File: config.mk
export PLATFORM = sky130hd
export DESIGN_NAME = axi_lite_bram_bridge
export DESIGN_NICKNAME = d
export VERILOG_FILES = /design/src/rtl/axi_lite_bram_bridge.sv
export SDC_FILE = /design/constraint.sdc
export NUM_CORES = 1
export LEC_CHECK = 0
export BUFFER_PORTS_ARGS = -buffer_cell sky130_fd_sc_hd__buf_2
export CORE_ASPECT_RATIO = 0.9
export CORE_MARGIN = 5
export CORE_UTILIZATION = 57
export DETAILED_ROUTE_END_ITERATION = 10
export PLACE_DENSITY = 0.9
export SETUP_SLACK_MARGIN = 0.3
export SLEW_MARGIN = 20
export SYNTH_ARGS = -nofsm -noshare
export SYNTH_HDL_FRONTEND = slang
export SYNTH_SLANG_ARGS = --single-unit
File: constraint.sdc
create_clock -name clk -period 10.05 [get_ports clk]
set_input_delay 1.005 -clock clk [delete_from_list [all_inputs] [get_ports clk]]
set_output_delay 1.005 -clock clk [all_outputs]
set_load 0.05 [all_outputs]
File: src/rtl/axi_lite_bram_bridge.sv
// AXI4-Lite slave in front of a single-strobe block RAM; one memory access in flight at a time.
// Partial strobes become read-modify-write; out-of-range or timed-out accesses answer SLVERR.
module axi_lite_bram_bridge #(
  parameter int          MEM_SIZE  = 65536,
  parameter logic [31:0] ADDR_BASE = 32'h0000_0000,
  parameter int          TIMEOUT   = 255
) (
  input  logic        clk,
  input  logic        res,
  input  logic [31:0] s_awaddr,
  input  logic        s_awvalid,
  output logic        s_awready,
  input  logic [31:0] s_wdata,
  input  logic [3:0]  s_wstrb,
  input  logic        s_wvalid,
  output logic        s_wready,
  output logic [1:0]  s_bresp,
  output logic        s_bvalid,
  input  logic        s_bready,
  input  logic [31:0] s_araddr,
  input  logic        s_arvalid,
  output logic        s_arready,
  output logic [31:0] s_rdata,
  output logic [1:0]  s_rresp,
  output logic        s_rvalid,
  input  logic        s_rready,
  output logic [31:0] mem_addr,
  output logic [31:0] mem_wdata,
  input  logic [31:0] mem_rdata,
  output logic        mem_read,
  output logic        mem_write,
  input  logic        mem_done
);

  localparam logic [3:0] IDLE     = 4'd0;
  localparam logic [3:0] RD_STB   = 4'd1;
  localparam logic [3:0] RD_WAIT  = 4'd2;
  localparam logic [3:0] RMW_STB  = 4'd3;
  localparam logic [3:0] RMW_WAIT = 4'd4;
  localparam logic [3:0] WR_STB   = 4'd5;
  localparam logic [3:0] WR_WAIT  = 4'd6;
  localparam logic [3:0] B_RESP   = 4'd7;
  localparam logic [3:0] R_RESP   = 4'd8;

  localparam logic [1:0] OKAY   = 2'b00;
  localparam logic [1:0] SLVERR = 2'b10;

  localparam int          TW    = (TIMEOUT < 2) ? 1 : $clog2(TIMEOUT);
  localparam logic [32:0] LIMIT = 33'(MEM_SIZE) << 2;

  logic [3:0]    state_q, state_d;
  logic          live_q;
  logic          aw_held_q, aw_held_d, w_held_q, w_held_d, ar_held_q, ar_held_d;
  logic [31:0]   awaddr_q, awaddr_d, araddr_q, araddr_d, wdata_q, wdata_d;
  logic [3:0]    wstrb_q, wstrb_d;
  logic          last_wr_q, last_wr_d;
  logic [31:0]   mem_addr_q, mem_addr_d, mem_wdata_q, mem_wdata_d;
  logic [31:0]   rdata_q, rdata_d;
  logic [1:0]    bresp_q, bresp_d, rresp_q, rresp_d;
  logic [TW-1:0] tcnt_q, tcnt_d;

  logic [32:0] rd_diff, wr_diff;
  logic        rd_oor, wr_oor, wr_pend, grant_rd, grant_wr, tmo;
  logic [31:0] merged;

  // Bit 32 of the 33-bit difference is the borrow, i.e. address below ADDR_BASE.
  assign rd_diff  = {1'b0, araddr_q} - {1'b0, ADDR_BASE};
  assign wr_diff  = {1'b0, awaddr_q} - {1'b0, ADDR_BASE};
  assign rd_oor   = rd_diff[32] || ({1'b0, rd_diff[31:0]} >= LIMIT);
  assign wr_oor   = wr_diff[32] || ({1'b0, wr_diff[31:0]} >= LIMIT);

  assign wr_pend  = aw_held_q && w_held_q;
  assign grant_rd = ar_held_q && (!wr_pend || last_wr_q);
  assign grant_wr = wr_pend && !grant_rd;
  assign tmo      = (TIMEOUT != 0) && (tcnt_q == TW'(TIMEOUT - 1));

  always_comb begin
    merged = mem_rdata;
    for (int i = 0; i < 4; i++) begin
      if (wstrb_q[i]) merged[8*i +: 8] = wdata_q[8*i +: 8];
    end
  end

  always_comb begin
    state_d     = state_q;
    aw_held_d   = aw_held_q;
    w_held_d    = w_held_q;
    ar_held_d   = ar_held_q;
    awaddr_d    = awaddr_q;
    araddr_d    = araddr_q;
    wdata_d     = wdata_q;
    wstrb_d     = wstrb_q;
    last_wr_d   = last_wr_q;
    mem_addr_d  = mem_addr_q;
    mem_wdata_d = mem_wdata_q;
    rdata_d     = rdata_q;
    bresp_d     = bresp_q;
    rresp_d     = rresp_q;
    tcnt_d      = tcnt_q;

    if (s_awvalid && s_awready) begin
      aw_held_d = 1'b1;
      awaddr_d  = s_awaddr;
    end
    if (s_wvalid && s_wready) begin
      w_held_d = 1'b1;
      wdata_d  = s_wdata;
      wstrb_d  = s_wstrb;
    end
    if (s_arvalid && s_arready) begin
      ar_held_d = 1'b1;
      araddr_d  = s_araddr;
    end

    case (state_q)
      IDLE: begin
        if (grant_rd) begin
          last_wr_d = 1'b0;
          if (rd_oor) begin
            rdata_d = '0;
            rresp_d = SLVERR;
            state_d = R_RESP;
          end else begin
            mem_addr_d = {rd_diff[31:2], 2'b00};
            state_d    = RD_STB;
          end
        end else if (grant_wr) begin
          last_wr_d = 1'b1;
          if (wr_oor) begin
            bresp_d = SLVERR;
            state_d = B_RESP;
          end else if (wstrb_q == 4'h0) begin
            bresp_d = OKAY;
            state_d = B_RESP;
          end else begin
            mem_addr_d  = {wr_diff[31:2], 2'b00};
            mem_wdata_d = wdata_q;
            state_d     = (wstrb_q == 4'hF) ? WR_STB : RMW_STB;
          end
        end
      end
      RD_STB: begin
        tcnt_d  = '0;
        state_d = RD_WAIT;
      end
      RD_WAIT: begin
        if (mem_done) begin
          rdata_d = mem_rdata;
          rresp_d = OKAY;
          state_d = R_RESP;
        end else if (tmo) begin
          rdata_d = '0;
          rresp_d = SLVERR;
          state_d = R_RESP;
        end else begin
          tcnt_d = tcnt_q + TW'(1);
        end
      end
      RMW_STB: begin
        tcnt_d  = '0;
        state_d = RMW_WAIT;
      end
      RMW_WAIT: begin
        if (mem_done) begin
          mem_wdata_d = merged;
          state_d     = WR_STB;
        end else if (tmo) begin
          bresp_d = SLVERR;
          state_d = B_RESP;
        end else begin
          tcnt_d = tcnt_q + TW'(1);
        end
      end
      WR_STB: begin
        tcnt_d  = '0;
        state_d = WR_WAIT;
      end
      WR_WAIT: begin
        if (mem_done) begin
          bresp_d = OKAY;
          state_d = B_RESP;
        end else if (tmo) begin
          bresp_d = SLVERR;
          state_d = B_RESP;
        end else begin
          tcnt_d = tcnt_q + TW'(1);
        end
      end
      B_RESP: begin
        if (s_bready) begin
          aw_held_d = 1'b0;
          w_held_d  = 1'b0;
          state_d   = IDLE;
        end
      end
      R_RESP: begin
        if (s_rready) begin
          ar_held_d = 1'b0;
          state_d   = IDLE;
        end
      end
      default: state_d = IDLE;
    endcase
  end

  // live_q keeps the ready outputs low while reset is held and for the release cycle.
  always_ff @(posedge clk or posedge res) begin
    if (res) begin
      state_q     <= IDLE;
      live_q      <= 1'b0;
      aw_held_q   <= 1'b0;
      w_held_q    <= 1'b0;
      ar_held_q   <= 1'b0;
      awaddr_q    <= '0;
      araddr_q    <= '0;
      wdata_q     <= '0;
      wstrb_q     <= '0;
      last_wr_q   <= 1'b1;
      mem_addr_q  <= '0;
      mem_wdata_q <= '0;
      rdata_q     <= '0;
      bresp_q     <= OKAY;
      rresp_q     <= OKAY;
      tcnt_q      <= '0;
    end else begin
      state_q     <= state_d;
      live_q      <= 1'b1;
      aw_held_q   <= aw_held_d;
      w_held_q    <= w_held_d;
      ar_held_q   <= ar_held_d;
      awaddr_q    <= awaddr_d;
      araddr_q    <= araddr_d;
      wdata_q     <= wdata_d;
      wstrb_q     <= wstrb_d;
      last_wr_q   <= last_wr_d;
      mem_addr_q  <= mem_addr_d;
      mem_wdata_q <= mem_wdata_d;
      rdata_q     <= rdata_d;
      bresp_q     <= bresp_d;
      rresp_q     <= rresp_d;
      tcnt_q      <= tcnt_d;
    end
  end

  assign s_awready = live_q && (state_q == IDLE) && !aw_held_q;
  assign s_wready  = live_q && (state_q == IDLE) && !w_held_q;
  assign s_arready = live_q && (state_q == IDLE) && !ar_held_q;
  assign s_bvalid  = (state_q == B_RESP);
  assign s_rvalid  = (state_q == R_RESP);
  assign s_bresp   = bresp_q;
  assign s_rresp   = rresp_q;
  assign s_rdata   = rdata_q;
  assign mem_read  = (state_q == RD_STB) || (state_q == RMW_STB);
  assign mem_write = (state_q == WR_STB);
  assign mem_addr  = mem_addr_q;
  assign mem_wdata = mem_wdata_q;

endmodule

==> results.cfg <==
[placed_design]
hpwl_um = 15010
dp_slack_ns = 7.199
gp_congestion = 0.8265
post-place-cells = 1066
io_buffers = 239

[sta]
setup_violations = 0
finalClockSkew_ns = 0.01662
fin_ws_ns = 6.784
min_period_ns = 3.266
slew_headroom_pct = 35.49
tightest_slew_ns = 0.9676
rsz0062_at_grt = no
hold_viol_final = 0
period_share_pct = 32.50
drv_slew = 0
max_freq_mhz = 306.2
finalSetupTns_ns = 0

[setup_path]
end_kind = primary output
start_kind = flip-flop
crit_arrival_ns = 2.26
required_ns = 9.05
path_class = flip-flop to primary output
crit_fanout = 20

[floorplan]
die_height_um = 130.0
core_um2 = 15550
ios = 247
die_x_um = 143.3
start_util_pct = 58.64
num_rows = 43
die_area_um2 = 18630

[grt]
grt_max_degree = 135
grt_antenna_before_repair = 1
grt_pass1_wl_um = 33500
grt_usage_pct = 22.65
grt_pass1_vias = 6367
gr-total-overflow = 0

[clock_tree]
cts_num_sinks = 210
cts_buffers = 22
cts_tree = built
cts_buffer_depth = 3
post-cts-setup-buffers = 0
clk_pin_slew_worst_paths_ns = 0.07
insertion_delay_ns = 0.50
cts.repair.resized = 0
postCtsHoldBufs = 0
htreeDepth = 1
ctsRootBufferMaster = clkbuf_16

[yosys]
synth_edf_count = 0
synthSimpleGateAreaFrac_pct = 8.522
synth_xor_area_share_pct = 0
syn_avg_cell_area_um2 = 13.94
ys_ff_latch = 210
synth_cell_types = 56
async_reset_ff_share_pct = 100.0
synth_fa_ha_area_share_pct = 0.2745
netlist_instances = 654
syn_area_um2 = 9117
ys_seq_area_share_pct = 57.65
synth_warnings = 0
muxShareOfSynthArea_pct = 24.04
synth_compound_area_share_pct = 6.683
synth_top_family_by_area = multiplexers
synth_top_flop_cell = dfrtp_1

[final_layout]
final_layout_size_suffix_gt1_share_pct = 45.13
num-fill-cells = 1063
area_growth_syn_to_layout_pct = 22.15
final_cells = 1106
utilization_pct = 71.63
final-seq-area_um2 = 5256
final_common_cell = buf_2
multiInputGateArea_um2 = 3640
antennaDiodeCount = 0
mostFrequentLayoutCells = 239 x buf_2, 209 x dfrtp_1, 76 x mux2_1
finish.net_count = 1030

[hold_path]
hold_class = flip-flop to flip-flop

[power]
powerDensity_nw_per_um2 = 319.9
design_power_total_w = 0.003562
irDropWorstVdd_mv = 0.1953
total_leakage_power_nw = 5.799

[routing]
drt_iter0_drc = 254
drtPass1Iterations = 4
vias_per_cell = 5.510
postRouteAntennaNets = 0
wl_per_cell_um = 19.13
num_vias = 6094
wl_um = 21160
post-route-drc-count = 0

[outcome]
outcome = complete, no violations

[run]
maxCapViolCount = 0
==> Yosys cell counts, types with 3 or more instances <==
library cell	number	area [µm²]
dfrtp_1	209	5230
mux2_1	76	855.8
nand2_1	58	217.7
mux2_4	56	840.8
mux2_2	44	495.5
a22o_1	32	280.3
and2_1	19	118.9
buf_2	14	70.07
o21ai_0	14	70.07
a21oi_1	13	65.06
nor2_1	10	37.54
buf_6	9	101.4
clkbuf_1	9	33.78
nor4_1	9	56.30
nand3_1	6	30.03
inv_1	5	18.77
nand4_1	5	31.28
or3_1	5	31.28
nor2_2	4	25.02
buf_4	3	22.52
nand2_2	3	18.77
nand2b_1	3	18.77
nor2_4	3	33.78
nor3b_1	3	22.52
o31ai_1	3	22.52
==> power by group <==
part           total [W]  internal, W  switching [W]
clock           0.000804     0.000478       0.000326
combinational    0.00138     0.000551       0.000830
sequential       0.00138      0.00116       0.000215
total            0.00356      0.00219        0.00137
==> per-layer routing <==
layer	global-route usage, %	part of all wire [%]	vias to the layer above
met5	0	0.061	-
met4	7.364	3.2	2
met3	4.471	5.8	48
met2	38.29	50	187
met1	29.80	41	3051
li1	-	-	2806
==> area by class of cell <==
| type | instances | area share [%] |
|---|---|---|
| Clock inverter | 14 | 1.180 |
| Tap cell | 202 | 2.269 |
| Sequential cell | 210 | 47.20 |
| Timing Repair Buffer | 244 | 11.08 |
| Clock buffer | 26 | 5.359 |
| Multi-Input combinational cell | 405 | 32.68 |
| Inverter | 5 | 0.2359 |
==> registers in the layout, indices dropped and copies added, names as in the netlist, 2 cells and up <==
register / flops
wstrb_q: 4
tcnt_q: 8
awaddr_q: 30
araddr_q: 30
mem_wdata: 32
mem_addr: 30
s_rdata: 32
state_q: 4
s_bresp: 2
wdata_q: 32
==> final timing paths <==
check	from	to	slack, ns	cells after the start
max in group asynchronous	res	mem_addr[17]	7.82	3
setup reg to reg	state_q[2]	mem_wdata[31]	7.38	5
hold reg to reg	mem_addr[21]	mem_addr[21]	0.48	1
hold / removal	mem_addr[21]	mem_addr[21]	0.48	1
setup / recovery	state_q[0]	s_wready	6.78	4
min in group asynchronous	res	s_rdata[16]	0.70	2
==> worst max-delay path, cell delays in order (launching register included) <==
cell	delay (ns)
dfrtp_1	0.61
nor4_4	0.47
nand2_2	0.20
nor2_4	0.16
buf_2	0.31
==> kinds of logic after synthesis <==
| family | count (synthesis) |
|---|---|
| DFF | 210 |
| other | 2 |
| muxes | 176 |
| and+or+nand+nor | 142 |
| buffers and inverters | 41 |
| adders and majority gates | 2 |
| AOI/OAI and AO/OA | 81 |
==> metrics by stage <==
stage,area (µm²),hold slack [ns]
final,11140,0.4763
after global routing,11140,0.4998
after CTS,11140,0.4818
after detailed placement,10410,0.4653
after global placement,10410,0.4632
after floorplan,9125,0.4597
No activity file was read; power rests on OpenSTA's default activity.
